[src/rtl/mux_rr_sched_if.sv]
// Handshake bundle for mux_rr_sched: CH producer channels in, one registered word out.
// The producer/consumer side uses master; the selector itself uses slave.
interface mux_rr_sched_if #(
    parameter int SIZE = 4,
    parameter int CH   = 4,
    parameter int SELW = 2
) ();
    logic [CH*SIZE-1:0] in_data;
    logic [CH-1:0]      in_valid;
    logic [CH-1:0]      in_ready;
    logic [SELW-1:0]    S;
    logic               mode;
    logic [SIZE-1:0]    mux_out;
    logic               out_valid;
    logic               out_ready;
    logic [SELW-1:0]    out_ch;

    modport master (
        output in_data, in_valid, S, mode, out_ready,
        input  in_ready, mux_out, out_valid, out_ch
    );

    modport slave (
        input  in_data, in_valid, S, mode, out_ready,
        output in_ready, mux_out, out_valid, out_ch
    );
endinterface

[src/rtl/mux_rr_sched.sv]
// N-channel selector with a one-word registered output stage; manual or round-robin choice.
// The round-robin pointer remembers the last granted channel in either mode.
module mux_rr_sched #(
    parameter int SIZE = 4,
    parameter int CH   = 4,
    parameter int SELW = 2
) (
    input  logic           clk,
    input  logic           reset,
    mux_rr_sched_if.slave  bus
);
    localparam logic [SELW-1:0] LAST = SELW'(CH - 1);

    logic [SIZE-1:0] mux_out_r;
    logic [SELW-1:0] out_ch_r;
    logic            out_valid_r;
    logic [SELW-1:0] ptr;

    logic            load_en;
    logic            cand_found;
    logic [SELW-1:0] cand;
    logic [SELW-1:0] idx;
    logic            grant;

    assign load_en = !out_valid_r || bus.out_ready;

    always_comb begin
        cand_found = 1'b0;
        cand       = '0;
        idx        = ptr;
        if (!bus.mode) begin
            if (32'(bus.S) < CH) begin
                cand_found = 1'b1;
                cand       = bus.S;
            end
        end else begin
            // Scan starts one past the last grant and wraps explicitly at CH-1.
            for (int i = 0; i < CH; i++) begin
                idx = (idx == LAST) ? '0 : idx + 1'b1;
                if (!cand_found && bus.in_valid[idx]) begin
                    cand_found = 1'b1;
                    cand       = idx;
                end
            end
        end
    end

    assign grant        = !reset && load_en && cand_found && bus.in_valid[cand];
    assign bus.in_ready = grant ? (CH'(1) << cand) : '0;

    always_ff @(posedge clk) begin
        if (reset) begin
            mux_out_r   <= '0;
            out_ch_r    <= '0;
            out_valid_r <= 1'b0;
            ptr         <= LAST;
        end else if (grant) begin
            mux_out_r   <= bus.in_data[int'(cand)*SIZE +: SIZE];
            out_ch_r    <= cand;
            out_valid_r <= 1'b1;
            ptr         <= cand;
        end else if (out_valid_r && bus.out_ready) begin
            out_valid_r <= 1'b0;
        end
    end

    assign bus.mux_out   = mux_out_r;
    assign bus.out_ch    = out_ch_r;
    assign bus.out_valid = out_valid_r;
endmodule
[src/flat_wrapper.sv]
// flat-port wrapper written by rule: the top's interface ports become plain ports
module mux_rr_sched_flat 
#(
    parameter int SIZE = 4,
    parameter int CH   = 4,
    parameter int SELW = 2
)
  (clk, reset, bus_in_data, bus_in_valid, bus_S, bus_mode, bus_out_ready, bus_in_ready, bus_mux_out, bus_out_valid, bus_out_ch);
  mux_rr_sched_if #(.SIZE(SIZE), .CH(CH), .SELW(SELW)) bus_i ();
  input  logic clk;
  input  logic reset;
  input wire logic [$bits(bus_i.in_data)-1:0] bus_in_data;
  input wire logic [$bits(bus_i.in_valid)-1:0] bus_in_valid;
  input wire logic [$bits(bus_i.S)-1:0] bus_S;
  input wire logic [$bits(bus_i.mode)-1:0] bus_mode;
  input wire logic [$bits(bus_i.out_ready)-1:0] bus_out_ready;
  output wire logic [$bits(bus_i.in_ready)-1:0] bus_in_ready;
  output wire logic [$bits(bus_i.mux_out)-1:0] bus_mux_out;
  output wire logic [$bits(bus_i.out_valid)-1:0] bus_out_valid;
  output wire logic [$bits(bus_i.out_ch)-1:0] bus_out_ch;
  assign bus_i.in_data = bus_in_data;
  assign bus_i.in_valid = bus_in_valid;
  assign bus_i.S = bus_S;
  assign bus_i.mode = bus_mode;
  assign bus_i.out_ready = bus_out_ready;
  assign bus_in_ready = bus_i.in_ready;
  assign bus_mux_out = bus_i.mux_out;
  assign bus_out_valid = bus_i.out_valid;
  assign bus_out_ch = bus_i.out_ch;
  mux_rr_sched #(.SIZE(SIZE), .CH(CH), .SELW(SELW)) u_core (.clk(clk), .reset(reset), .bus(bus_i));
endmodule
[config.mk]
export PLATFORM = sky130hd
export DESIGN_NAME = mux_rr_sched_flat
export DESIGN_NICKNAME = d
export VERILOG_FILES = /design/src/rtl/mux_rr_sched_if.sv /design/src/rtl/mux_rr_sched.sv /design/src/flat_wrapper.sv
export SDC_FILE = /design/constraint.sdc
export NUM_CORES = 1
export LEC_CHECK = 0
export CAP_MARGIN = 20
export CORE_ASPECT_RATIO = 0.75
export CORE_MARGIN = 3
export CORE_UTILIZATION = 43
export DETAILED_ROUTE_END_ITERATION = 16
export PLACE_DENSITY = 0.84
export SETUP_SLACK_MARGIN = 0.02
export SYNTH_ARGS = -nofsm -noshare
export SYNTH_HDL_FRONTEND = slang
export SYNTH_SLANG_ARGS = --single-unit
[constraint.sdc]
create_clock -name clk -period 3.18 [get_ports clk]
set_input_delay 0.477 -clock clk [delete_from_list [all_inputs] [get_ports clk]]
set_output_delay 0.477 -clock clk [all_outputs]
set_load 0.02 [all_outputs]
==> results.md, run 1 <==
- Syn Nets: approximately 150
- Largest net degree at the start of global routing: 15
- Share of layout cells above drive strength 1: 21.5%
- Cell Area, Synth: approximately 950 sq um
- Slew Viols, Final: 0
- Final hold vios: 0
- Unique cell type count in the Yosys netlist: 45
- H-tree depth: 1
- CTS Buf Count: 3
- Sw power: slightly above 200 uW
- Sum Neg Setup Slack: 0 ps
- CTS tree: built
- Crit. Startpoint: bus_in_valid[3]
- Internal power: 334 uW
- PortBufs: 36
- Status: completed
- Worst Hold Class: register to register
- R2R Path Start: u_core.ptr[0]$_SDFFE_PP1P_
- Reg clk slew, reported paths: roughly 60 ps
- Hold_sp: u_core.bus.out_ch[1]$_SDFFE_PP0P_
- CP max FO: 11
- Comb pwr share: just under 60%
- Maximum VDD drop: ~340 uV
- DRC errors left: 0
- Hpwl dp: 2.36 mm
- Number of cell rows: 14
- Wire per inst: ~14 microns
- Post-synth EDFFs: 0
- Initial detailed-routing violation count: 67
- Vias in the first global route: 1050
- Inst Count DP: between 150 and 200
- Die W: roughly 60 microns
- Tot GR Track Use: a little over a fifth
- Kind of critical path: input port to output port
- Root Buffer: clkbuf_4
- Effective utilization at floorplan: 46.3%
- Fraction of registers with async set/reset: 0%
- Remaining antenna violation count after routing: 0
- Core area: roughly 2000 sq um
- Post-layout min period: 3070 ps
- Post-CTS Hold Fix Bufs: 0
- GRT overflow: 0
- PwrDens: approximately 370 nW/um^2
- Leak: 0.000600 uW
- Final worst-path cycle share: a little over nine tenths
- Die area: approximately 2800 sq um
- Mapped Cells: approximately 120
- Sw Share: between 30% and 40%
- DR vias/cell: roughly 5.9
- Synthesized flop and latch total: 9
- Vias: 1155
- Worst-Skew Late Latency: between 200 and 300 ps
- Worst clock skew: approximately 5.3 ps
- Mean Syn Cell Area: 7.84 sq um
- Final Net Count: 200
- Relative slew margins: roughly three quarters
- Routed wire length: about 2.8 mm
- Post-synthesis sequential area ratio: a little under a fifth
- Post CTS Setup Buffer Count: 0
- Maximum clock insertion buffer count: 2
- Critical Path RT: ~2700 ps
- Die Ht: 46.7 microns
- Actual slew at the worst max-slew pin: approximately 380 ps
- CTS sink cnt: 9
- First-pass GRT wire length: around 4.5 mm
- Max Clk Rate: roughly 330 MHz
- Worst endpoint data arrival time: 2590 ps
- Max-Cap Viols: 0
- Primary FF master, synth: dfxtp_1
- Clock Power Share: 16.6%
- Seq pwr share: roughly 25%
- Area grow syn2layout: 54.5%
- Setup violators final: 0
- Routability cong.: between 0.8 and 0.9
- # diodes: 0
- Yosys warns: 0
- Critical path endpoint category: output port
- RSZ-0062 raised after global routing: true
- Initial antenna violation count: 0
- Fin cells: ~200
- I/O pins: 37
- Startpoint Class: input port
- Initial DRT Pass Iterations: 4
power groups by stage:
stage                     Combinational, uW  Sequential, uW  Clock (uW)
after global placement                  300             135           0
after CTS                               311             134        87.7
after global routing                    339             135        90.9
after detailed placement                309             136           0
after floorplan                         178             148           0
final                                   313             134        88.9
per-stage QoR:
| stage | hold WS, ps | worst slack (ps) | instance area [sq um] | total power, uW | util, % |
|---|---|---|---|---|---|
| 2_1_floorplan | 440 | 358 | 948 | 326 | - |
| 3_3_place_gp | 444 | -222 | 1440 | 435 | 70.3 |
| 3_5_place_dp | 461 | -325 | 1440 | 445 | 70.3 |
| 4_1_cts | 469 | -11.5 | 1470 | 532 | 71.9 |
| 5_1_grt | 500 | -3.11 | 1470 | 565 | 71.5 |
| 6_report | 468 | 111 | 1470 | 536 | 71.5 |
timing repair:
| action | 4_1_cts | 5_1_grt |
|---|---|---|
| endpoints found under the setup margin | 4 | 4 |
| resized for setup | 8 | 6 |
| hold endpoints to repair | 0 | 0 |
| gates cloned | 0 | 0 |
| pin swaps | 1 | 0 |
registers in the layout (all words and copies together) (netlist names):
signal and count:
u_core.bus.out_ch 2, u_core.bus.out_valid 1, u_core.bus.mux_out 4, u_core.ptr 2
critical path: stages:
cell and delay (ps):
clkdlybuf4s50_1 440, buf_4 190, or2b_1 270, o31ai_2 280, a41oi_1 130, a21oi_1 280, and3_1 190, dlygate4sd2_1 340
final timing paths:
path	endpoint	slack (ps)	cells after the start
worst max-delay path	bus_in_ready[1]	110	8
worst min-delay path	u_core.bus.out_ch[1]$_SDFFE_PP0P_	470	2
worst max register to register	u_core.bus.mux_out[1]$_SDFFE_PP0P_	230	11
worst min register to register	u_core.bus.out_ch[1]$_SDFFE_PP0P_	470	2
cell families after synthesis:
kind of cell,Yosys count,synth area share (%)
buffers and inverters,15,8.18
multiplexers,7,7.92
AND/OR/NAND/NOR,42,23.7
XOR/XNOR,1,0.924
adder cells (fa/ha/maj),1,1.32
flip-flops,9,19.0
AO/OA/AOI/OAI,46,38.9
cells in the mapped netlist, types with 2 or more instances:
cell       n  area (sq um)
buf_2      5          25.0
nand2_1    8          30.0
nor2_1     7          26.3
clkbuf_1   3          11.3
mux2i_1    6          60.1
or3_1      2          12.5
a21oi_1   11          55.1
nand2b_2   2          17.5
nand3_1    7          35.0
o21bai_1   2          15.0
inv_1      4          15.0
a221o_1    4          40.0
a211oi_1   9          67.6
a21o_1     3          22.5
a21boi_0   2          15.0
dfxtp_1    9           180
nand2b_1   4          25.0
and3_1     2          12.5
nor2b_1    4          25.0
buf_6      2          22.5
metal layers:
metal  track usage (%)  part of all wire (%)  vias up
li1                  -                     -      563
met2              35.1                    48       51
met1              28.9                    45      535
met3              1.68                   5.7        6
met4              6.64                   1.5        0
met5                 0                     0        -
final cells by class:
cell class                 count  area, sq um
inverter                       4         15.0
timing repair buffer          58          513
clock buffer                   3         22.5
clock inverter                 1         5.00
sequential                     9          180
tap                           24         30.0
multi-input combinational     97          699
fill                         173          584
cell usage in the layout, fill, tap and decap left out, types with 2 or more instances in the layout:
cell type	synthesis	final
o31ai_2	1	2
clkbuf_4	0	3
buf_4	0	21
a21boi_0	2	2
nor2_1	7	7
nor2b_1	4	4
nand3_1	7	7
nand2b_1	4	4
nand2b_2	2	2
mux2i_1	6	5
dfxtp_1	9	9
a221o_1	4	4
a21o_1	3	3
clkbuf_2	0	3
and3_1	2	2
clkdlybuf4s50_1	0	32
nand2_1	8	8
inv_1	4	4
a21oi_1	11	11
a211oi_1	9	9
or3_1	2	2
o21bai_1	2	2
Power figures use the tool's default switching activity.
==> run 2: changes to the inputs <==
- CORE_UTILIZATION: 43 -> 47
- PLACE_DENSITY: 0.84 -> 0.9
- clock period: 3.18 -> 3.77 ns (I/O delays scaled with it)
==> results.md, run 2 (synthesized netlist as in run 1, its figures left out) <==
- Placed inst area: ~1300 sq um
- CP max stage delay: 640 ps
- Hpwl dp: between 2 and 2.5 mm
- Max stage delay cell, worst path: clkdlybuf4s50_1
- Number of cell rows: 13
- Setup violators final: 0
- Maximum clock insertion buffer count: 2
- Max FFs per register: 4
- DR vias/cell: roughly 6
- Post-layout min period: 3720 ps
- Reg clk slew, reported paths: ~60 ps
- Leak: 0.000525 uW
- Max-Cap Viols: 0
- H-tree depth: 1
- Initial detailed-routing violation count: between 40 and 50
- Routed wire length: 2.71 mm
- Worst clock skew: 2.53 ps
- PwrDens: around 320 nW/um^2
- RSZ-0062 raised after global routing: true
- Status: completed
- Tot Pwr: approximately 430 uW
- I/O pins: 37
- R2R Path Start: u_core.ptr[1]$_SDFFE_PP1P_
- Wire per inst: 15.0 microns
- Critical path endpoint category: output port
- Worst endpoint data arrival time: 3150 ps
- Commonest non-fill, non-tap cell in the layout: clkdlybuf4s50_1
- Die area: 2600 sq um
- Kind of critical path: input port to output port
- Relative slew margins: about two thirds
- Initial DRT Pass Iterations: 4
- CTS tree: built
- Vias: between 1000 and 1500
- Worst Hold Endpoint: u_core.bus.out_ch[1]$_SDFFE_PP0P_
- Final hold vios: 0
- Worst-Skew Late Latency: roughly 260 ps
- Commonest non-fill, non-tap cells in the layout: clkdlybuf4s50_1 (36), a21oi_1 (11), a211oi_1 (9), buf_4 (9), dfxtp_1 (9)
- Worst r2r path cells: 9
- Effective utilization at floorplan: approximately 52%
- Largest net degree at the start of global routing: 15
- Cells on Worst Hold Path: 2
- CP most frequent cell: clkdlybuf4s50_1
- Startpoint Class: input port
- Share of layout cells above drive strength 1: around 13%
- CP Buf/Inv Count: 2
- Core area: approximately 1800 sq um
- Die Ht: about 45 microns
- Register-to-register setup slack: around 810 ps
- Routability cong.: 0.882
- Remaining antenna violation count after routing: 0
- Initial antenna violation count: 0
- First-pass GRT wire length: about 4.1 mm
- Worst Hold Class: register to register
- Area grow syn2layout: 45.1%
- Layout Utilization: between 70% and 80%
- Crit path max-delay family: buffers and inverters
- # diodes: 0
- Die W: 57.9 microns
- GRT overflow: 0
- CTS Buf Count: 3
- CTS sink cnt: 9
- Tot GR Track Use: 20.8%
- Critical Path RT: roughly 3200 ps
- Hold_sp: u_core.bus.out_ch[1]$_SDFFE_PP0P_
- Final Net Count: between 150 and 200
- R2R Path End: u_core.bus.mux_out[1]$_SDFFE_PP0P_
- Vias in the first global route: ~900
- PortBufs: 36
- Actual slew at the worst max-slew pin: approximately 500 ps
- Max Clk Rate: about 270 MHz
- Final instance area: between 1000 and 1500 sq um
- CP max FO: 8
- Final worst-path cycle share: a little over nine tenths
- Worst-path cell chain: clkdlybuf4s50_1, nand3b_1, a21o_1, nand3_1, o32ai_2, mux2i_1, nor3_1, and2_1, clkdlybuf4s50_1
- Maximum VDD drop: ~250 uV
- Root Buffer: clkbuf_4
- DRC errors left: 0
- Slew Viols, Final: 0
[run 2: area by class of cell]
cell class,instances,area [sq um]
fillers,139,445
flip-flops and latches,9,180
well taps,22,27.5
inverters,4,15.0
repair buffers,45,428
multi-input cells,97,699
clock buffers,4,26.3
[run 2: metal layers]
metal | global-route usage, % | share of wire (%)
met1 | 28.6 | 46
met2 | 34.7 | 45
met3 | 0.857 | 7.2
met4 | 8.33 | 1.3
met5 | 0 | 0
[run 2: worst max path at each step]
stage                                 end  depth (start not counted)  slack, ps                        from
after floorplan           bus_in_ready[0]                          9        860  u_core.ptr[0]$_SDFFE_PP1P_
after global placement    bus_in_ready[0]                          9        150             bus_in_valid[3]
after detailed placement  bus_in_ready[2]                          9        100             bus_in_valid[0]
after CTS                 bus_in_ready[2]                          9         30  u_core.ptr[1]$_SDFFE_PP1P_
after global routing      bus_in_ready[2]                          9        -60  u_core.ptr[1]$_SDFFE_PP1P_
final                     bus_in_ready[2]                          9         50             bus_in_valid[0]
[run 2: repair_timing]
item	CTS	global route
setup buffers	0	0
setup endpoints to repair	1	4
gates resized for setup	1	2
hold buffers	0	0
[run 2: tightest hold or removal path, stage by stage (launching register included)]
cell and delay [ps]:
dfxtp_1 310, nand3_1 60, a21oi_1 60
[run 2: where the power goes]
part	internal (uW)	total [uW]	switching, uW
clock	40.8	74.9	34.1
sequential	107	112	5.88
combinational	123	247	124
total	270	434	164
[run 2: through the flow]
step	TNS [ps]	setup WS, ps	cells	hold slack [ps]
final	0	49.9	181	469
after global placement	0	149	177	440
after global routing	-61.0	-61.0	181	509
after floorplan	0	860	121	440
after CTS	0	30.6	181	467
after detailed placement	0	100	177	459
==> run 3: changes to the inputs <==
- SETUP_SLACK_MARGIN: 0.02 -> 0.05
==> results.md, run 3 (synthesized netlist as in run 1, its figures left out) <==
- Status: completed
- Gr busiest metal: met2
- PwrDens: 315 nW/um^2
- Layout Utilization: between 70% and 80%
- Hold slack: 469 ps
- CTS sink cnt: 9
- Final Net Count: between 150 and 200
- CTS tree: built
- GRT overflow: 0
- Met2 Use GR: around a third
- Sum Neg Setup Slack: 0 ps
- DR vias/cell: around 6
- Filler cells: about 140
- Commonest non-fill, non-tap cell in the layout: clkdlybuf4s50_1
- Worst Hold Endpoint: u_core.bus.out_ch[1]$_SDFFE_PP0P_
- Effective utilization at floorplan: 52.1%
- Critical Path RT: about 3200 ps
- Met3 Use GR: less than 1%
- Largest net degree at the start of global routing: 15
- Maximum clock insertion buffer count: 2
- Initial antenna violation count: 0
- Reg clk slew, reported paths: 60 ps
- H-tree depth: 1
- Final worst-path cycle share: between 90% and 100%
- Post-CTS Hold Fix Bufs: 0
- Wire per inst: roughly 16 microns
- PortBufs: 36
- Pre-CTS WS: 100 ps
- Cells on Worst Hold Path: 2
- Hpwl dp: 2.21 mm
- DRC errors left: 0
- Worst r2r path cells: 9
- Worst-Skew Late Latency: between 200 and 300 ps
- First-pass GRT wire length: between 4 and 5 mm
- Vias: 1085
- Leak: around 0.00054 uW
- Post-layout min period: around 3700 ps
- Root Buffer: clkbuf_4
- CP max FO: 11
- RSZ-0062 raised after global routing: true
- Slew Viols, Final: 0
- Maximum VDD drop: between 200 and 300 uV
- Actual slew at the worst max-slew pin: between 500 and 600 ps
- CTS Buf Count: 3
- Initial DRT Pass Iterations: 4
- Relative slew margins: around two thirds
- Tot Pwr: roughly 440 uW
- Number of cell rows: 13
- Final worst setup slack: roughly 120 ps
- Die W: between 50 and 60 microns
- Commonest non-fill, non-tap cells in the layout: clkdlybuf4s50_1 (35), a21oi_1 (11), a211oi_1 (9), buf_4 (9), dfxtp_1 (9)
- Max FFs per register: 4
- Tot GR Track Use: around a fifth
- R2R Path Start: u_core.ptr[1]$_SDFFE_PP1P_
- Routability cong.: approximately 0.88
- R2R Path End: u_core.bus.mux_out[1]$_SDFFE_PP0P_
- Vias in the first global route: between 800 and 900
- Worst clock skew: slightly below 1 ps
- Setup violators final: 0
- Core area: about 1800 sq um
- Final hold vios: 0
- Register-to-register setup slack: around 800 ps
- Routed wire length: about 2.8 mm
- Area grow syn2layout: 46.4%
- Die Ht: about 45 microns
- Startpoint Class: input port
- Initial detailed-routing violation count: 54
- Share of layout cells above drive strength 1: 13.8%
- Kind of critical path: input port to output port
- Post CTS Setup Buffer Count: 0
- Remaining antenna violation count after routing: 0
- Worst endpoint data arrival time: 3090 ps
- Die area: roughly 2600 sq um
- Max Clk Rate: between 200 and 300 MHz
- # diodes: 0
- Worst Hold Class: register to register
- I/O pins: 37
- Max-Cap Viols: 0
- Post_cts resized: 2
- M1 GR Usage: 28.6%
- Critical path endpoint category: output port
- Hold_sp: u_core.bus.out_ch[1]$_SDFFE_PP0P_
==> run 3: cell types whose count changed in the layout (fill, tap and decap cells not counted) <==
| cell | delta |
|---|---|
| nor3_1 | -1 |
| a2111oi_1 | -1 |
| clkdlybuf4s50_1 | -1 |
| dlymetal6s2s_1 | +1 |
| a2111oi_2 | +1 |
| nor3_2 | +1 |
==> run 3: power breakdown <==
| part | switching [uW] | total (uW) | internal, uW |
|---|---|---|---|
| Combinational | 127 | 250 | 123 |
| Clock | 33.7 | 74.5 | 40.8 |
| Sequential | 5.85 | 112 | 107 |
| Total | 166 | 437 | 271 |
==> run 3: area by class of cell <==
class / instances / area (sq um) / share of cell area [%]
tap: 22 / 27.5 / 1.98
multi-input combinational: 97 / 709 / 51.1
sequential: 9 / 180 / 13.0
clock buffer: 4 / 26.3 / 1.89
inverter: 4 / 15.0 / 1.08
timing repair buffer: 45 / 430 / 31.0
==> run 3: per-stage QoR <==
stage | std cells | cell area [sq um]
6_report | 181 | 1390
5_1_grt | 181 | 1390
2_1_floorplan | 121 | 948
3_5_place_dp | 177 | 1340
3_3_place_gp | 177 | 1340
4_1_cts | 181 | 1370
==> run 3: layer usage <==
layer,routed length [microns],up-vias
li1,-,532
met1,1260,501
met2,1320,48
met3,190,4
met4,36,0
met5,0,-
==> run 3: worst max-delay path, stage by stage <==
cell             delay (ps)
clkdlybuf4s50_1         450
buf_4                   190
or2b_1                  270
o31ai_2                 290
a41oi_1                 120
a21oi_1                 370
and3_1                  220
clkdlybuf4s50_1         600
==> run 3: worst max-delay path by stage <==
stage,startpoint,to,slack [ps]
finish,bus_in_valid[3],bus_in_ready[1],120
detailed placement,bus_in_valid[0],bus_in_ready[2],100
global route,bus_in_valid[3],bus_in_ready[0],20
CTS,bus_in_valid[0],bus_in_ready[2],90
floorplan,u_core.ptr[0]$_SDFFE_PP1P_,bus_in_ready[0],860
global placement,bus_in_valid[3],bus_in_ready[0],150
